<file path="config.mk">
export PLATFORM = sky130hd
export DESIGN_NAME = uart_rx_flat
export DESIGN_NICKNAME = d
export VERILOG_FILES = /design/src/rtl/uart_rx_if.sv /design/src/rtl/uart_rx.sv /design/src/flat_wrapper.sv
export SDC_FILE = /design/constraint.sdc
export NUM_CORES = 1
export LEC_CHECK = 0
export ABC_AREA = 1
export CAP_MARGIN = 0
export CORE_UTILIZATION = 55
export DETAILED_ROUTE_END_ITERATION = 10
export PLACE_DENSITY = 0.89
export SLEW_MARGIN = 30
export SYNTH_ARGS = -nofsm -noshare
export SYNTH_HDL_FRONTEND = slang
export SYNTH_SLANG_ARGS = --single-unit
</file>
<file path="constraint.sdc">
create_clock -name clk_in -period 2.85 [get_ports clk_in]
set_input_delay 0.4275 -clock clk_in [delete_from_list [all_inputs] [get_ports clk_in]]
set_output_delay 0.4275 -clock clk_in [all_outputs]
set_load 0.05 [all_outputs]
</file>
<file path="src/rtl/uart_rx_if.sv">
// Byte handshake between the UART receiver and its consumer.
// The receiver drives a one-entry holding buffer (rx_data/rx_valid).
// The consumer accepts a byte with rx_ready.
interface uart_rx_if;
    logic [7:0] rx_data;
    logic       rx_valid;
    logic       rx_ready;

    modport master (
        output rx_data,
        output rx_valid,
        input  rx_ready
    );

    modport slave (
        input  rx_data,
        input  rx_valid,
        output rx_ready
    );
endinterface

</file>
<file path="src/rtl/uart_rx.sv">
// UART receive stage (8N1, LSB first).
// - Synchronises rx_pin through two flops.
// - Validates the start bit at mid-bit and samples 8 data bits at mid-bit.
// - Checks the stop bit.
// - Hands each byte to the consumer through a one-entry valid/ready buffer.
// - Reports framing errors and overrun errors as one-cycle pulses.
module uart_rx #(
    parameter int CLK_FREQUENCY = 50_000_000,
    parameter int BAUD_RATE     = 115200
) (
    input  logic         clk_in,
    input  logic         rst_n,
    input  logic         rx_pin,
    uart_rx_if.master    rx_bus,
    output logic         frame_err,
    output logic         overrun_err,
    output logic         rx_busy
);

    localparam int CLKS_PER_BIT = CLK_FREQUENCY / BAUD_RATE;
    localparam int HALF_BIT     = CLKS_PER_BIT / 2;
    localparam int CNT_W        = $clog2(CLKS_PER_BIT);

    localparam logic [CNT_W-1:0] BIT_LAST  = CNT_W'(CLKS_PER_BIT - 1);
    localparam logic [CNT_W-1:0] HALF_LAST = CNT_W'(HALF_BIT - 1);
    localparam logic [CNT_W-1:0] CNT_ONE   = CNT_W'(1);
    localparam logic [CNT_W-1:0] CNT_ZERO  = CNT_W'(0);

    // Too few clocks per bit leaves no room for the mid-bit sampling point.
    generate
        if (CLKS_PER_BIT < 4) begin : g_illegal_clks_per_bit
            $error("uart_rx: CLK_FREQUENCY/BAUD_RATE must be at least 4");
        end
    endgenerate

    typedef enum logic [2:0] {
        ST_IDLE  = 3'd0,
        ST_START = 3'd1,
        ST_DATA  = 3'd2,
        ST_STOP  = 3'd3,
        ST_BREAK = 3'd4
    } state_t;

    logic             rx_meta_r;
    logic             rx_s_r;
    state_t           state_r;
    state_t           state_nxt_s;
    logic [CNT_W-1:0] clk_cnt_r;
    logic [CNT_W-1:0] clk_cnt_nxt_s;
    logic [2:0]       bit_idx_r;
    logic [2:0]       bit_idx_nxt_s;
    logic [7:0]       shift_r;
    logic [7:0]       shift_nxt_s;
    logic             byte_done_s;
    logic             frame_bad_s;
    logic [7:0]       rx_data_r;
    logic [7:0]       rx_data_nxt_s;
    logic             rx_valid_r;
    logic             rx_valid_nxt_s;
    logic             frame_err_r;
    logic             overrun_err_r;
    logic             overrun_nxt_s;
    logic             rx_busy_r;

    // Two-flop synchroniser on the asynchronous line; idles high out of reset.
    always_ff @(posedge clk_in) begin
        if (!rst_n) begin
            rx_meta_r <= 1'b1;
            rx_s_r    <= 1'b1;
        end else begin
            rx_meta_r <= rx_pin;
            rx_s_r    <= rx_meta_r;
        end
    end

    // Frame FSM: next state, bit timing counter and shift register updates.
    always_comb begin
        state_nxt_s   = state_r;
        clk_cnt_nxt_s = clk_cnt_r;
        bit_idx_nxt_s = bit_idx_r;
        shift_nxt_s   = shift_r;
        byte_done_s   = 1'b0;
        frame_bad_s   = 1'b0;
        case (state_r)
            ST_IDLE: begin
                clk_cnt_nxt_s = CNT_ZERO;
                if (!rx_s_r) begin
                    state_nxt_s = ST_START;
                end else begin
                    state_nxt_s = ST_IDLE;
                end
            end
            ST_START: begin
                if (clk_cnt_r == HALF_LAST) begin
                    clk_cnt_nxt_s = CNT_ZERO;
                    if (!rx_s_r) begin
                        state_nxt_s   = ST_DATA;
                        bit_idx_nxt_s = 3'd0;
                    end else begin
                        // Line went back high before mid-start: a glitch.
                        state_nxt_s = ST_IDLE;
                    end
                end else begin
                    clk_cnt_nxt_s = clk_cnt_r + CNT_ONE;
                end
            end
            ST_DATA: begin
                if (clk_cnt_r == BIT_LAST) begin
                    clk_cnt_nxt_s          = CNT_ZERO;
                    shift_nxt_s[bit_idx_r] = rx_s_r;
                    if (bit_idx_r == 3'd7) begin
                        state_nxt_s = ST_STOP;
                    end else begin
                        bit_idx_nxt_s = bit_idx_r + 3'd1;
                    end
                end else begin
                    clk_cnt_nxt_s = clk_cnt_r + CNT_ONE;
                end
            end
            ST_STOP: begin
                if (clk_cnt_r == BIT_LAST) begin
                    clk_cnt_nxt_s = CNT_ZERO;
                    if (rx_s_r) begin
                        // Going straight to IDLE lets a back-to-back start be caught next cycle.
                        byte_done_s = 1'b1;
                        state_nxt_s = ST_IDLE;
                    end else begin
                        frame_bad_s = 1'b1;
                        state_nxt_s = ST_BREAK;
                    end
                end else begin
                    clk_cnt_nxt_s = clk_cnt_r + CNT_ONE;
                end
            end
            ST_BREAK: begin
                // Hold off until the line returns high so a held-low line cannot re-arm.
                clk_cnt_nxt_s = CNT_ZERO;
                if (rx_s_r) begin
                    state_nxt_s = ST_IDLE;
                end else begin
                    state_nxt_s = ST_BREAK;
                end
            end
            default: begin
                state_nxt_s   = ST_IDLE;
                clk_cnt_nxt_s = CNT_ZERO;
                bit_idx_nxt_s = 3'd0;
            end
        endcase
    end

    // Holding buffer: load on byte completion unless still full and not draining.
    always_comb begin
        rx_data_nxt_s  = rx_data_r;
        rx_valid_nxt_s = rx_valid_r;
        overrun_nxt_s  = 1'b0;
        if (byte_done_s) begin
            if (!rx_valid_r || rx_bus.rx_ready) begin
                rx_data_nxt_s  = shift_r;
                rx_valid_nxt_s = 1'b1;
            end else begin
                overrun_nxt_s = 1'b1;
            end
        end else if (rx_valid_r && rx_bus.rx_ready) begin
            rx_valid_nxt_s = 1'b0;
        end else begin
            rx_valid_nxt_s = rx_valid_r;
        end
    end

    // State, datapath and registered outputs.
    always_ff @(posedge clk_in) begin
        if (!rst_n) begin
            state_r       <= ST_IDLE;
            clk_cnt_r     <= CNT_ZERO;
            bit_idx_r     <= 3'd0;
            shift_r       <= 8'h00;
            rx_data_r     <= 8'h00;
            rx_valid_r    <= 1'b0;
            frame_err_r   <= 1'b0;
            overrun_err_r <= 1'b0;
            rx_busy_r     <= 1'b0;
        end else begin
            state_r       <= state_nxt_s;
            clk_cnt_r     <= clk_cnt_nxt_s;
            bit_idx_r     <= bit_idx_nxt_s;
            shift_r       <= shift_nxt_s;
            rx_data_r     <= rx_data_nxt_s;
            rx_valid_r    <= rx_valid_nxt_s;
            frame_err_r   <= frame_bad_s;
            overrun_err_r <= overrun_nxt_s;
            rx_busy_r     <= (state_nxt_s != ST_IDLE);
        end
    end

    assign rx_bus.rx_data  = rx_data_r;
    assign rx_bus.rx_valid = rx_valid_r;
    assign frame_err       = frame_err_r;
    assign overrun_err     = overrun_err_r;
    assign rx_busy         = rx_busy_r;

endmodule

</file>
<file path="src/flat_wrapper.sv">
// flat-port wrapper written by rule: the top's interface ports become plain ports
module uart_rx_flat 
#(
    parameter int CLK_FREQUENCY = 50_000_000,
    parameter int BAUD_RATE     = 115200
)
  (clk_in, rst_n, rx_pin, frame_err, overrun_err, rx_busy, rx_bus_rx_data, rx_bus_rx_valid, rx_bus_rx_ready);
  uart_rx_if rx_bus_i ();
  input  logic clk_in;
  input  logic rst_n;
  input  logic rx_pin;
  output logic frame_err;
  output logic overrun_err;
  output logic rx_busy;
  output wire logic [$bits(rx_bus_i.rx_data)-1:0] rx_bus_rx_data;
  output wire logic [$bits(rx_bus_i.rx_valid)-1:0] rx_bus_rx_valid;
  input wire logic [$bits(rx_bus_i.rx_ready)-1:0] rx_bus_rx_ready;
  assign rx_bus_rx_data = rx_bus_i.rx_data;
  assign rx_bus_rx_valid = rx_bus_i.rx_valid;
  assign rx_bus_i.rx_ready = rx_bus_rx_ready;
  uart_rx #(.CLK_FREQUENCY(CLK_FREQUENCY), .BAUD_RATE(BAUD_RATE)) u_core (.clk_in(clk_in), .rst_n(rst_n), .rx_pin(rx_pin), .rx_bus(rx_bus_i), .frame_err(frame_err), .overrun_err(overrun_err), .rx_busy(rx_busy));
endmodule
</file>
==> impl_metrics.ini, run 1 <==
[layout]
layout_common_cells = nand2_1 (60), nor2_1 (49), inv_1 (40), dfxtp_1 (37), nand3_1 (19)
area_growth_pct = 15.6
final_common_cell = nand2_1
num_antenna_cells = 0
drive_above_1_share = 0.105
fin_nets = 283
n_fill_cell = 267

[setup_path]
critical_path_class = reg -> out
path_delay_family = buffers and inverters
cp.required_ps = 2420
slowest_stage = clkdlybuf4s50_1
path_cells = clkdlybuf4s50_1
worstPathMaxFanout = 2
crit_path_end_kind = output pin
cpPeakStageDelay_ps = 810
startpoint_type = register
path_buf_inv = 1
critPathArrivalTime_ps = 1510

[clock_network]
root_buffer = clkbuf_4
cts_setup_buffers = 0
path_clk_slew_ps = 120
insertion_delay_ps = 340
clock-sinks = 37
cts_tree = built
h-tree-depth = 2
cts_buffers = 5
cts.repair.resized = 0
ctsHoldBuffers = 0
clk_path_buf_depth = 2

[sta]
rsz0062_at_grt = false
fin_setup_tns_ps = 0
relSlewSlack = 0.668
finalHoldViolations = 0
min_period_ps = 1940
period_share = 0.680
worst_pin_slew_ps = 496
whs_ps = 428
final_max_slew_viol_count = 0
fmax_mhz = 516
finalClockSkew_ps = 12.4
finalSetupViolations = 0

[floorplanning]
start_util = 0.584
dieArea_um2 = 3480
die_height_um = 59.0
rows = 20
ioPinCount = 16
die_x_um = 59.0
coreArea_um2 = 3050

[global_route]
grt_pass1_wl_um = 5390
track_usage = 0.203
overflow = 0
antenna_found_initial = 0
grt_pass1_vias = 1347
grt_start_max_net_pins = 22

[synth]
yosysUniqueCellTypes = 28
ys_top_cells_by_area = dfxtp_1 (42%), nand2_1 (13%), nor2_1 (10%)
ys_seq_area_frac = 0.415
synth_nets = 263
syn_area_per_cell_um2 = 7.02
syn_area_um2 = 1780
synth_seq_cells = 37
synth.top_cell.area_share = 0.415
synth_area_leader_cell = dfxtp_1
ys_warn_count = 0
syn_inst = 254

[detailed_routing]
drc = 0
dr.first_iter.drc_count = 48
ant_nets = 0
vias = 1515
post_drt_wl_per_cell_um = 9.57
wl_um = 3050
vias_per_cell = 4.75
dr.pass1.iters = 4

[power]
p_sw_frac = 0.208
comb_power_share = 0.034
seqPwrFrac = 0.559
ir_worst_vdd_mv = 0.290
switching_power_mw = 0.194
intPower_mw = 0.740
power_density_nw_per_um2 = 452
p_clk_frac = 0.407
leakagePower_nw = 0.934

[status]
outcome = complete, no violations

[placement]
io_buffers = 15
globalplace.congestion = 0.880
dp_hpwl_um = 2240

[job]
drv_cap = 0

[worst_hold_path]
hp-class = reg -> reg
-- per-stage QoR --
step / setup slack [ps] / instance area [um^2] / utilization / power [mW] / std cells
final: 912 / 2060 / 0.676 / 0.933 / 319
after global routing: 868 / 2060 / 0.676 / 0.967 / 319
after CTS: 896 / 2060 / 0.676 / 0.937 / 319
after detailed placement: 1160 / 1970 / 0.647 / 0.565 / 311
after global placement: 1160 / 1970 / 0.647 / 0.564 / 311
after floorplan: 1430 / 1780 / - / 0.554 / 254
-- sequential cells by signal, summed over array words and instances, names as in the netlist --
name and count:
u_core.clk_cnt_r 9, u_core.rx_bus.rx_data 8, u_core.shift_r 8, u_core.bit_idx_r 3, u_core.state_r 3, u_core.frame_err 1, u_core.overrun_err 1, u_core.rx_bus.rx_valid 1
u_core.rx_busy 1, u_core.rx_meta_r 1, u_core.rx_s_r 1
-- cell usage after synthesis --
cell      number
nor3_1         2
clkbuf_1       1
nor2_1        49
o211ai_2       1
or2_2          2
nand3_1       19
nand2_1       60
o21ai_0        1
nand2_4        1
nand4_1        4
ha_1           5
nand3_4        1
nor3_4         1
a21oi_1        6
buf_4          2
nor3_2         1
inv_1         40
nand3_2        1
nor2_4         2
nor2_2         2
nand3b_1       1
inv_2          4
buf_6          1
xnor2_1        2
nand2_2        3
xor2_1         4
dfxtp_1       37
a21boi_0       1
-- layout make-up --
type,instances,area (um^2),area share
flip-flops and latches,37,741,0.359
clock inverters,2,37.5,0.0182
well taps,44,55.1,0.0267
clock buffers,6,51.3,0.0249
multi-input cells,169,848,0.411
repair buffers,17,165,0.0800
inverters,44,165,0.0800
-- kinds of logic (layout without fill, tap and decap cells) --
group,Yosys count,after routing,share of synthesized area
AO/OA/AOI/OAI,9,9,0.0309
XOR/XNOR,6,6,0.0295
flip-flops,37,37,0.415
adder cells (fa/ha/maj),5,5,0.0351
buffers and inverters,48,69,0.109
AND/OR/NAND/NOR,149,149,0.380
-- layer usage --
metal | GRT usage | vias to the layer above | share of wire
met5 | 0 | - | 0
met4 | 0.109 | 0 | 0.027
met3 | 0.0484 | 9 | 0.031
met2 | 0.334 | 30 | 0.46
met1 | 0.246 | 666 | 0.48
li1 | - | 810 | -
-- path summary, 6_finish.rpt --
check | from | end | slack, ps | cells past startpoint
hold / removal | u_core.rx_meta_r$_SDFF_PN1_ | u_core.rx_s_r$_SDFF_PN1_ | 430 | 1
setup / recovery | u_core.rx_bus.rx_data[5]$_SDFFE_PN0P_ | rx_bus_rx_data[5] | 910 | 1
setup reg to reg | u_core.clk_cnt_r[0]$_SDFF_PN0_ | u_core.rx_bus.rx_data[0]$_SDFFE_PN0P_ | 1230 | 8
hold reg to reg | u_core.rx_meta_r$_SDFF_PN1_ | u_core.rx_s_r$_SDFF_PN1_ | 430 | 1
-- power by group through the flow --
stage | registers, mW | logic, mW | clock network, mW
2_1_floorplan | 0.535 | 0.0186 | 0
4_1_cts | 0.521 | 0.0318 | 0.384
5_1_grt | 0.522 | 0.0354 | 0.410
3_3_place_gp | 0.533 | 0.0309 | 0
6_report | 0.521 | 0.0318 | 0.380
3_5_place_dp | 0.533 | 0.0317 | 0
No activity file was read; power rests on OpenSTA's default activity.
==> run 2, diff against run 1 <==
--- a/config.mk
+++ b/config.mk
@@ -7,9 +7,9 @@
 export LEC_CHECK = 0
 export ABC_AREA = 1
 export CAP_MARGIN = 0
-export CORE_UTILIZATION = 55
+export CORE_UTILIZATION = 51
 export DETAILED_ROUTE_END_ITERATION = 10
-export PLACE_DENSITY = 0.89
+export PLACE_DENSITY = 0.87
 export SLEW_MARGIN = 30
 export SYNTH_ARGS = -nofsm -noshare
 export SYNTH_HDL_FRONTEND = slang
==> constraint.sdc (replaced) <==
create_clock -name clk_in -period 1.75 [get_ports clk_in]
set_input_delay 0.2625 -clock clk_in [delete_from_list [all_inputs] [get_ports clk_in]]
set_output_delay 0.2625 -clock clk_in [all_outputs]
set_load 0.05 [all_outputs]
==> run 2 against run 1 <==
  * Wire length rose by 0.66%
  * Sequential power grew 63%
  * Critical path depth is 7 higher
  * Worst hold slack better by 14 ps
  * Final area is essentially flat
  * Flip-flop and latch count did not move
  * Total power rose by 63%
  * Critical endpoint is now u_core.rx_bus.rx_data[4]$_SDFFE_PN0P_
  * Largest power group unchanged
  * Highest routed layer unchanged
==> impl_metrics.ini, run 2 (synthesized netlist as in run 1, its figures left out) <==
[placement]
dp_hpwl_um = 2220
io_buffers = 15
dp.cells = 314
globalplace.congestion = 0.875
dpl_worst_slack_ps = 195

[setup_path]
cp_num_cells = 8
slowest_stage = dfxtp_1
critical_path_class = reg -> reg
rr_worst_depth = 8
path_delay_family = simple AND/OR/NAND/NOR gates
reg2reg_to = u_core.rx_bus.rx_data[4]$_SDFFE_PN0P_
crit_path_frequent_cell = nor2_1
endpoint = u_core.rx_bus.rx_data[4]$_SDFFE_PN0P_
path_buf_inv = 1
cpPeakStageDelay_ps = 410
crit_path_end_kind = register
rrSetupSlack_ps = 200
critPathLaunch = u_core.clk_cnt_r[0]$_SDFF_PN0_
startpoint_type = register
reg2reg_from = u_core.clk_cnt_r[0]$_SDFF_PN0_
critPathArrivalTime_ps = 1810
worstPathMaxFanout = 16
path_cells = ha_1, nand2_1, nor2_2, nand3_2, inv_2, nand3_4, nor2_1, nor2_1
cp.required_ps = 2020

[global_route]
grt_use_met3 = 0.0378
antenna_found_initial = 0
use_met1 = 0.227
grt_pass1_vias = 1227
overflow = 0
busiest_layer = met2
track_usage = 0.188
met2_usage = 0.301
grt_pass1_wl_um = 5010
grt_start_max_net_pins = 17

[floorplanning]
die_x_um = 61.1
ioPinCount = 16
start_util = 0.535
die_height_um = 61.1
coreArea_um2 = 3340
dieArea_um2 = 3740
rows = 21

[power]
p_clk_frac = 0.408
switching_power_mw = 0.319
ir_worst_vdd_mv = 0.507
leakagePower_nw = 1.02
seqPwrFrac = 0.558
power_density_nw_per_um2 = 738
p_sw_frac = 0.210
comb_power_share = 0.034
intPower_mw = 1.20

[layout]
area_growth_pct = 15.7
layout.cells.non_filler = 322
num_antenna_cells = 0
largest_reg_flops = 9
drive_above_1_share = 0.112
final_common_cell = nand2_1
fin_nets = 284
n_fill_cell = 319
layout_common_cells = nand2_1 (60), nor2_1 (49), inv_1 (40), dfxtp_1 (37), nand3_1 (19)
largest_register = u_core.clk_cnt_r

[clock_network]
clk_path_buf_depth = 2
clock-sinks = 37
path_clk_slew_ps = 110
root_buffer = clkbuf_4
cts_setup_buffers = 0
insertion_delay_ps = 360
cts_buffers = 5
cts_tree = built
h-tree-depth = 2

[detailed_routing]
vias = 1511
wl_um = 3070
vias_per_cell = 4.69
post_drt_wl_per_cell_um = 9.54
dr.first_iter.drc_count = 61
ant_nets = 0
dr.pass1.iters = 4
drc = 0

[sta]
relSlewSlack = 0.668
min_period_ps = 1550
finalSetupViolations = 0
final_max_slew_viol_count = 0
period_share = 0.885
finalHoldViolations = 0
setup_slack_ps = 201
finalClockSkew_ps = 14.5
rsz0062_at_grt = false
worst_pin_slew_ps = 498
fin_setup_tns_ps = 0
fmax_mhz = 646

[worst_hold_path]
hp-class = reg -> reg

[status]
outcome = complete, no violations

[job]
drv_cap = 0
## run 2: final cells by class
class	instances	area (um^2)	area share
inverter	44	165	0.0800
sequential	37	741	0.359
tap	46	57.6	0.0279
timing repair buffer	18	164	0.0794
multi-input combinational	169	848	0.411
clock inverter	2	37.5	0.0182
clock buffer	6	51.3	0.0248
## run 2: worst register-to-register path, stage by stage (launching register included)
cell and delay, ps:
dfxtp_1 410, ha_1 170, nand2_1 60, nor2_2 210, nand3_2 140, inv_2 100, nand3_4 170, nor2_1 160
nor2_1 60
## run 2: timing repair
item | in CTS | in global routing
hold buffers | 0 | 0
endpoints found under the setup margin | 9 | 2
gates resized for setup | 9 | 2
## run 2: power by group through the flow
stage	logic (mW)	registers, mW	clock network, mW
2_1_floorplan	0.0303	0.872	0
4_1_cts	0.0520	0.849	0.642
5_1_grt	0.0568	0.850	0.672
3_3_place_gp	0.0518	0.868	0
6_report	0.0520	0.849	0.622
3_5_place_dp	0.0525	0.868	0
## run 2: stage by stage
step | cell area (um^2) | power (mW) | util | hold slack, ps
after detailed placement | 1980 | 0.921 | 0.594 | 419
after floorplan | 1780 | 0.902 | - | 369
after global routing | 2060 | 1.58 | 0.619 | 455
final | 2060 | 1.52 | 0.619 | 442
after global placement | 1980 | 0.920 | 0.594 | 402
after CTS | 2060 | 1.54 | 0.617 | 447
## run 2: worst min-delay path by stage
stage | from | to | slack (ps) | cells after the start
after floorplan | rx_pin | u_core.rx_meta_r$_SDFF_PN1_ | 370 | 1
after global placement | u_core.rx_meta_r$_SDFF_PN1_ | u_core.rx_s_r$_SDFF_PN1_ | 400 | 1
after detailed placement | u_core.rx_meta_r$_SDFF_PN1_ | u_core.rx_s_r$_SDFF_PN1_ | 420 | 1
after CTS | u_core.rx_meta_r$_SDFF_PN1_ | u_core.rx_s_r$_SDFF_PN1_ | 450 | 1
after global routing | u_core.rx_meta_r$_SDFF_PN1_ | u_core.rx_s_r$_SDFF_PN1_ | 460 | 1
final | u_core.rx_meta_r$_SDFF_PN1_ | u_core.rx_s_r$_SDFF_PN1_ | 440 | 1
## run 2: routing by layer
| metal | up-vias | share of wire | wire length [um] |
|---|---|---|---|
| li1 | 810 | - | - |
| met3 | 7 | 0.039 | 119 |
| met4 | 0 | 0.022 | 67 |
| met2 | 28 | 0.45 | 1370 |
| met5 | - | 0 | 0 |
| met1 | 666 | 0.49 | 1510 |
